===== config.mk =====
export PLATFORM = sky130hd
export DESIGN_NAME = regbank_wr_arb_flat
export DESIGN_NICKNAME = d
export VERILOG_FILES = /design/src/rtl/regbank_wr_arb_if.sv /design/src/rtl/regbank_wr_arb.sv /design/src/flat_wrapper.sv
export SDC_FILE = /design/constraint.sdc
export NUM_CORES = 1
export LEC_CHECK = 0
export BUFFER_PORTS_ARGS = -buffer_cell sky130_fd_sc_hd__clkbuf_2
export CAP_MARGIN = 20
export CELL_PAD_IN_SITES_DETAIL_PLACEMENT = 0
export CELL_PAD_IN_SITES_GLOBAL_PLACEMENT = 2
export CORE_MARGIN = 5
export CORE_UTILIZATION = 25
export DETAILED_ROUTE_END_ITERATION = 10
export PLACE_DENSITY_LB_ADDON = 0.15
export SYNTH_ARGS = -nofsm -noshare
export SYNTH_HDL_FRONTEND = slang
export SYNTH_SLANG_ARGS = --single-unit

===== constraint.sdc =====
create_clock -name clk -period 3.8 [get_ports clk]
set_clock_uncertainty 0.15 [all_clocks]
set_input_delay 0.76 -clock clk [delete_from_list [all_inputs] [get_ports clk]]
set_output_delay 0.76 -clock clk [all_outputs]
set_load 0.005 [all_outputs]

===== src/rtl/regbank_wr_arb_if.sv =====
// Request/grant bundle between write requesters and the register-bank write arbiter.
// The requester side drives req/addr/data; the arbiter drives the grant and the bank write port.
interface regbank_wr_arb_if #(
    parameter int W = 8,
    parameter int N = 4,
    parameter int A = 2
);
    localparam int DEPTH = 2 ** A;

    logic [N-1:0]     req;
    logic [N*A-1:0]   addr;
    logic [N*W-1:0]   data;
    logic [N-1:0]     gnt;
    logic [DEPTH-1:0] reg_enb;
    logic [W-1:0]     reg_d;
    logic             busy;

    modport master (
        output req, addr, data,
        input  gnt, reg_enb, reg_d, busy
    );

    modport slave (
        input  req, addr, data,
        output gnt, reg_enb, reg_d, busy
    );
endinterface


===== src/rtl/regbank_wr_arb.sv =====
// Round-robin write arbiter: grants one requester per cycle and drives the shared
// d bus plus a one-hot load enable into a bank of 2**A registers.
module regbank_wr_arb #(
    parameter int W = 8,
    parameter int N = 4,
    parameter int A = 2
) (
    input  logic            clk,
    input  logic            rst,
    regbank_wr_arb_if.slave bus
);
    localparam int DEPTH = 2 ** A;
    localparam int PW    = (N > 1) ? $clog2(N) : 1;

    logic [N-1:0]     gnt_q,     gnt_d;
    logic [DEPTH-1:0] reg_enb_q, reg_enb_d;
    logic [W-1:0]     reg_d_q,   reg_d_d;
    logic             busy_q,    busy_d;
    logic [PW-1:0]    prio_q,    prio_d;

    logic [N-1:0]     elig;
    logic             win_vld;
    logic [PW-1:0]    win_idx;
    logic [A-1:0]     win_addr;
    logic [W-1:0]     win_data;

    function automatic int rot(input int p, input int k);
        int s;
        s = p + k;
        return (s >= N) ? s - N : s;
    endfunction

    // Current grantee is masked so a lone requester gets every other cycle.
    assign elig = bus.req & ~gnt_q;

    always_comb begin
        win_vld = 1'b0;
        win_idx = '0;
        for (int k = 0; k < N; k++) begin
            if (!win_vld && elig[rot(int'(prio_q), k)]) begin
                win_vld = 1'b1;
                win_idx = PW'(rot(int'(prio_q), k));
            end
        end
    end

    assign win_addr = bus.addr[int'(win_idx)*A +: A];
    assign win_data = bus.data[int'(win_idx)*W +: W];

    always_comb begin
        gnt_d     = '0;
        reg_enb_d = '0;
        reg_d_d   = reg_d_q;
        busy_d    = 1'b0;
        prio_d    = prio_q;
        if (win_vld) begin
            gnt_d     = N'(1) << win_idx;
            reg_enb_d = DEPTH'(1) << win_addr;
            reg_d_d   = win_data;
            busy_d    = 1'b1;
            prio_d    = (int'(win_idx) == N - 1) ? '0 : win_idx + 1'b1;
        end
    end

    always_ff @(posedge clk) begin
        if (rst) begin
            gnt_q     <= '0;
            reg_enb_q <= '0;
            reg_d_q   <= '0;
            busy_q    <= 1'b0;
            prio_q    <= '0;
        end else begin
            gnt_q     <= gnt_d;
            reg_enb_q <= reg_enb_d;
            reg_d_q   <= reg_d_d;
            busy_q    <= busy_d;
            prio_q    <= prio_d;
        end
    end

    assign bus.gnt     = gnt_q;
    assign bus.reg_enb = reg_enb_q;
    assign bus.reg_d   = reg_d_q;
    assign bus.busy    = busy_q;
endmodule


===== src/flat_wrapper.sv =====
// flat-port wrapper written by rule: the top's interface ports become plain ports
module regbank_wr_arb_flat 
#(
    parameter int W = 8,
    parameter int N = 4,
    parameter int A = 2
)
  (clk, rst, bus_req, bus_addr, bus_data, bus_gnt, bus_reg_enb, bus_reg_d, bus_busy);
  regbank_wr_arb_if #(.W(W), .N(N), .A(A)) bus_i ();
  input  logic clk;
  input  logic rst;
  input wire logic [$bits(bus_i.req)-1:0] bus_req;
  input wire logic [$bits(bus_i.addr)-1:0] bus_addr;
  input wire logic [$bits(bus_i.data)-1:0] bus_data;
  output wire logic [$bits(bus_i.gnt)-1:0] bus_gnt;
  output wire logic [$bits(bus_i.reg_enb)-1:0] bus_reg_enb;
  output wire logic [$bits(bus_i.reg_d)-1:0] bus_reg_d;
  output wire logic [$bits(bus_i.busy)-1:0] bus_busy;
  assign bus_i.req = bus_req;
  assign bus_i.addr = bus_addr;
  assign bus_i.data = bus_data;
  assign bus_gnt = bus_i.gnt;
  assign bus_reg_enb = bus_i.reg_enb;
  assign bus_reg_d = bus_i.reg_d;
  assign bus_busy = bus_i.busy;
  regbank_wr_arb #(.W(W), .N(N), .A(A)) u_core (.clk(clk), .rst(rst), .bus(bus_i));
endmodule

==> impl_metrics.tcl, run 1 <==
set metrics [dict create \
    port_buffers 62 \
    nets 222 \
    power.internal_uw 549.5 \
    synth_area_per_cell_um2 9.335 \
    cts.path.max_buffers 2 \
    final.setup.worst_slack_ns 1.201 \
    synth_area_um2 1074 \
    synth_area_leaders "dfxtp_1, mux2i_1, a32o_1" \
    core_area_um2 4086 \
    dp_cells 221 \
    critPathMaxFanout 33 \
    clock_latency_ns 0.25 \
    area_growth_pct 34.27 \
    r2r_end "u_core.bus.reg_enb[0]" \
    endpoint_kind "flip-flop" \
    path_class "primary input to flip-flop" \
    clkSinkCount 19 \
    max_clock_freq_mhz 384.7 \
    antenna_found_initial 0 \
    drv_cap 0 \
    period_needed_ns 2.599 \
    top_level_ports 63 \
    status "finished, final reports clean" \
    grt_max_degree 34 \
    synth_fp_nets 161 \
    finalCritPeriodShare_pct 68.40 \
    cts_setup_buffers 0 \
    total_power_uw 885.2 \
    synth_largest_area_cell "dfxtp_1" \
    setup-tns-final_ns 0 \
    routedWlPerCell_um 12.37 \
    hold_path_end "u_core.bus.reg_d[0]" \
    post_cts_resized 0 \
    num_rows 23 \
    final_common_cell "clkbuf_2" \
    grt_pass1_wl_mm 4.491 \
    hp-class "flip-flop to flip-flop" \
    ant_nets 0 \
    r2r_slack_ns 1.41 \
    hold_depth 1 \
    combPwrFrac_pct 49.8 \
    yosysWarnings 0 \
    wl_mm 2.783 \
    required_ns 3.79 \
    insertedDiodeCount 0 \
    synthArstFlopShare_pct 0 \
    clk_pin_slew_ns 0.07 \
    yosys_most_used_dff "dfxtp_1" \
    die_w_um 75.53 \
    p_clk_share_pct 15.8 \
    most-common-layout-cells "clkbuf_2, dfxtp_1, nand2_1, mux2i_1, nor2_1" \
    post-place-ws_ns 0.8882 \
    grt_pass1_vias 1049 \
    yosysTopAreaCellShare_pct 35.43 \
    hold_slack_ns 0.3234 \
    maxSlewViolCount 0 \
    holdBufCountCts 0 \
    worstPathArrival_ns 2.59 \
    r2r_cells 6 \
    vias_per_cell 4.538 \
    grt_remaining_overflow 0 \
    start_util_pct 26.27 \
    relSlewSlack_pct 33.92 \
    power_density_nw_per_um2 614.2 \
    final-hold-violation-count 0 \
    first_pass_iters 4 \
    numCtsBuffers 3 \
    reg2reg_from "u_core.prio_q[0]" \
    holdCritStartpoint "u_core.bus.reg_d[0]" \
    start_kind "primary input" \
    cts_root_buffer "clkbuf_8" \
    final-instance-count-excl-fill 225 \
    rsz0062_at_grt "no" \
    fp.dieH_um 75.53 \
    synth_edf_count 0 \
    yosysSeqAreaShare_pct 35.43 \
    ys_ff_latch 19 \
    cts_tree "built" \
    routabilityCongestion 0.7544 \
    track_usage_pct 10.14 \
    via_count 1021 \
    htreeDepth 1 \
    drcViolationCount 0 \
    peakVddDrop_mv 0.2168 \
    power_switching_uw 335.7 \
    layout-drive-gt1-share_pct 45.14 \
    seqPwrFrac_pct 34.4 \
    worst_pin_slew_ns 0.9875 \
    dieArea_um2 5705 \
    dp_hpwl_mm 2.190 \
    synth_cells 115 \
    p_leak_nw 0.7650 \
    ys_types 31 \
    switching_share_pct 37.92 \
    drtIter0Drc 20 \
    setup_violations 0 \
]
[critical path, cell delays in order]
cell and delay [ns]:
clkbuf_2 0.08, nor2b_2 0.19, a221oi_2 0.10, o21ai_4 0.79, mux2i_1 0.17, mux2_2 0.33, nor3b_2 0.16
[per-stage QoR]
stage	instance area [µm²]	util (%)
final	1441	35.27
after global routing	1441	35.27
after CTS	1441	35.27
after detailed placement	1395	34.14
after global placement	1395	34.14
after floorplan	1074	-
[power by group through the flow]
stage | logic [mW] | registers, mW | clock network (mW)
finish | 0.441 | 0.304 | 0.140
CTS | 0.455 | 0.305 | 0.145
detailed placement | 0.454 | 0.308 | 0
global route | 0.496 | 0.313 | 0.158
global placement | 0.447 | 0.308 | 0
floorplan | 0.347 | 0.310 | 0
[Yosys cell counts (2+ instances only)]
master / instances
inv_1: 11
o21ai_0: 2
buf_2: 2
nor2_1: 12
a211o_1: 8
mux2i_1: 12
buf_6: 2
nor3_1: 2
nor3b_2: 3
and3_1: 2
dfxtp_1: 19
a32o_1: 8
nand2b_1: 3
nand2_1: 12
[worst max path at each step]
stage / from / to / slack [ns]
6_report: bus_req[0] / u_core.bus.reg_enb[0] / 1.20
5_1_grt: bus_req[0] / u_core.bus.reg_enb[1] / 1.04
4_1_cts: bus_req[2] / u_core.bus.reg_enb[0] / 1.16
3_5_place_dp: bus_req[2] / u_core.bus.reg_enb[0] / 0.89
3_3_place_gp: bus_req[0] / u_core.bus.reg_enb[0] / 0.95
2_1_floorplan: bus_req[2] / u_core.bus.reg_d[1] / 1.52
[cells by family (layout without fill, tap and decap cells)]
kind of cell / count (synthesis) / count (layout) / synth area share (%)
and+or+nand+nor: 41 / 41 / 21.10
AOI/OAI and AO/OA: 23 / 23 / 20.51
DFF: 19 / 19 / 35.43
buffers and inverters: 17 / 77 / 8.624
muxes: 14 / 14 / 13.52
xor gates and xnor gates: 1 / 1 / 0.8160
[registers in the layout, indices dropped and copies added (netlist names)]
| register | count |
|---|---|
| u_core.bus.gnt | 4 |
| u_core.bus.reg_d | 8 |
| u_core.prio_q | 2 |
| u_core.bus.reg_enb | 4 |
| u_core.bus.busy | 1 |
[layout make-up]
cell class	instances	area [µm²]
fill	456	2645
clock inverter	1	5.005
sequential	19	380.4
inverter	11	41.29
tap	50	62.56
timing repair buffer	62	310.3
multi-input combinational	79	600.6
clock buffer	3	41.29
[layer usage]
layer	GRT usage [%]	part of all wire, %
met5	0	0
met4	2.330	0.68
met3	4.222	8.4
met2	17.64	47
met1	11.56	43
Note: power is estimated with default switching activity, not from simulation.
==> run 2: changes to the inputs <==
- CORE_UTILIZATION: 25 -> 21
- clock period: 3.8 -> 2.2 ns (I/O delays scaled with it)
==> impl_metrics.tcl, run 2 (synthesis gave the netlist of run 1 again) <==
set metrics [dict create \
    status "finished, final reports clean" \
    path_buf_inv 1 \
    core_area_um2 5042 \
    post-place-ws_ns 0.06320 \
    start_kind "flip-flop" \
    nets 228 \
    clk_pin_slew_ns 0.07 \
    peakVddDrop_mv 0.4054 \
    start_util_pct 21.29 \
    drtIter0Drc 39 \
    setup-tns-final_ns 0 \
    fp.dieH_um 81.50 \
    vias_per_cell 4.203 \
    final-hold-violation-count 0 \
    layout-drive-gt1-share_pct 46.96 \
    numCtsBuffers 3 \
    grt_max_degree 27 \
    cts_setup_buffers 0 \
    rsz0062_at_grt "no" \
    cp_cell_sequence "nand2b_1 > a221oi_2 > o21ai_4 > buf_4 > mux2i_1 > mux2_2 > nor3b_2" \
    dp_hpwl_mm 2.519 \
    nFillCells 568 \
    p_clk_share_pct 14.9 \
    required_ns 2.19 \
    worstPathArrival_ns 1.91 \
    place_area_um2 1490 \
    p_leak_nw 0.8039 \
    insertedDiodeCount 0 \
    ant_nets 0 \
    power_density_nw_per_um2 1071 \
    clkSinkCount 19 \
    power_switching_uw 612.3 \
    cts_root_buffer "clkbuf_8" \
    antenna_found_initial 0 \
    max_stage_delay_ns 0.33 \
    cts_tree "built" \
    top_level_ports 63 \
    htreeDepth 1 \
    dieArea_um2 6642 \
    port_buffers 62 \
    post_cts_resized 0 \
    grt_remaining_overflow 0 \
    seqPwrFrac_pct 31.9 \
    largest_register_ffs 8 \
    fin_util_pct 30.47 \
    routedWlPerCell_um 12.48 \
    power.internal_mw 1.033 \
    drv_cap 0 \
    via_count 1055 \
    num_rows 26 \
    first_pass_iters 4 \
    finalCritPeriodShare_pct 87.27 \
    holdBufCountCts 0 \
    final-instance-count-excl-fill 251 \
    max_clock_freq_mhz 520.8 \
    track_usage_pct 10.28 \
    grt_pass1_wl_mm 5.195 \
    grt_pass1_vias 1151 \
    maxSlewViolCount 0 \
    critPathTopFamily "compound AO/OA/AOI/OAI gates" \
    final_common_cell "clkbuf_2" \
    combPwrFrac_pct 53.2 \
    clock_latency_ns 0.25 \
    critPathMaxFanout 4 \
    fin_area_um2 1536 \
    slowest_stage "a221oi_2" \
    period_needed_ns 1.920 \
    endpoint_kind "flip-flop" \
    drcViolationCount 0 \
    wl_mm 3.132 \
    worst_pin_slew_ns 0.4108 \
    path_class "flip-flop to flip-flop" \
    setup_violations 0 \
    final.setup.worst_slack_ns 0.2800 \
    most-common-layout-cells "clkbuf_2, dfxtp_1, nand2_1, mux2i_1, nor2_1" \
    routabilityCongestion 0.6841 \
    die_w_um 81.50 \
    switching_share_pct 37.22 \
    hp-class "primary input to flip-flop" \
    dp_cells 247 \
    relSlewSlack_pct 72.58 \
    cts.path.max_buffers 2 \
    area_growth_pct 43.12 \
]
run 2: cell type report:
type | instances | area (µm²) | share of cell area, %
Multi-Input combinational cell | 79 | 600.6 | 39.09
Clock inverter | 1 | 5.005 | 0.3257
Sequential cell | 19 | 380.4 | 24.76
Timing Repair Buffer | 68 | 380.4 | 24.76
Tap cell | 70 | 87.58 | 5.700
Inverter | 11 | 41.29 | 2.687
Clock buffer | 3 | 41.29 | 2.687
run 2: power groups by stage:
| stage | sequential (mW) | combinational (mW) | clock (mW) |
|---|---|---|---|
| global route | 0.541 | 0.975 | 0.278 |
| detailed placement | 0.536 | 0.894 | 0 |
| floorplan | 0.536 | 0.599 | 0 |
| global placement | 0.537 | 0.888 | 0 |
| finish | 0.525 | 0.875 | 0.245 |
| CTS | 0.528 | 0.898 | 0.259 |
run 2: through the flow:
stage	power, mW	hold slack (ns)
6_report	1.645	0.2452
5_1_grt	1.795	0.2339
4_1_cts	1.684	0.2415
3_5_place_dp	1.429	0.3087
3_3_place_gp	1.425	0.3079
2_1_floorplan	1.134	0.3062
run 2: final timing paths:
kind                       startpoint                    end  slack [ns]  cells after the start
setup / recovery    u_core.bus.gnt[3]  u_core.bus.reg_enb[0]        0.28                      7
hold / removal                    rst       u_core.prio_q[1]        0.25                      2
setup reg to reg    u_core.bus.gnt[3]  u_core.bus.reg_enb[0]        0.28                      7
hold reg to reg   u_core.bus.reg_d[0]    u_core.bus.reg_d[0]        0.32                      1
run 2: worst reg2reg max path, stage by stage, from the launching register on:
cell and delay [ns]:
dfxtp_1 0.31, nand2b_1 0.18, a221oi_2 0.33, o21ai_4 0.12, buf_4 0.16, mux2i_1 0.11
mux2_2 0.30, nor3b_2 0.16
run 2: metal layers:
metal  up-vias  track usage (%)  share of wire [%]
met3         2            4.276                7.9
met2        38            18.49                 52
met4         0            2.027               0.61
li1        538                -                  -
met5         -                0                  0
met1       477            11.29                 40
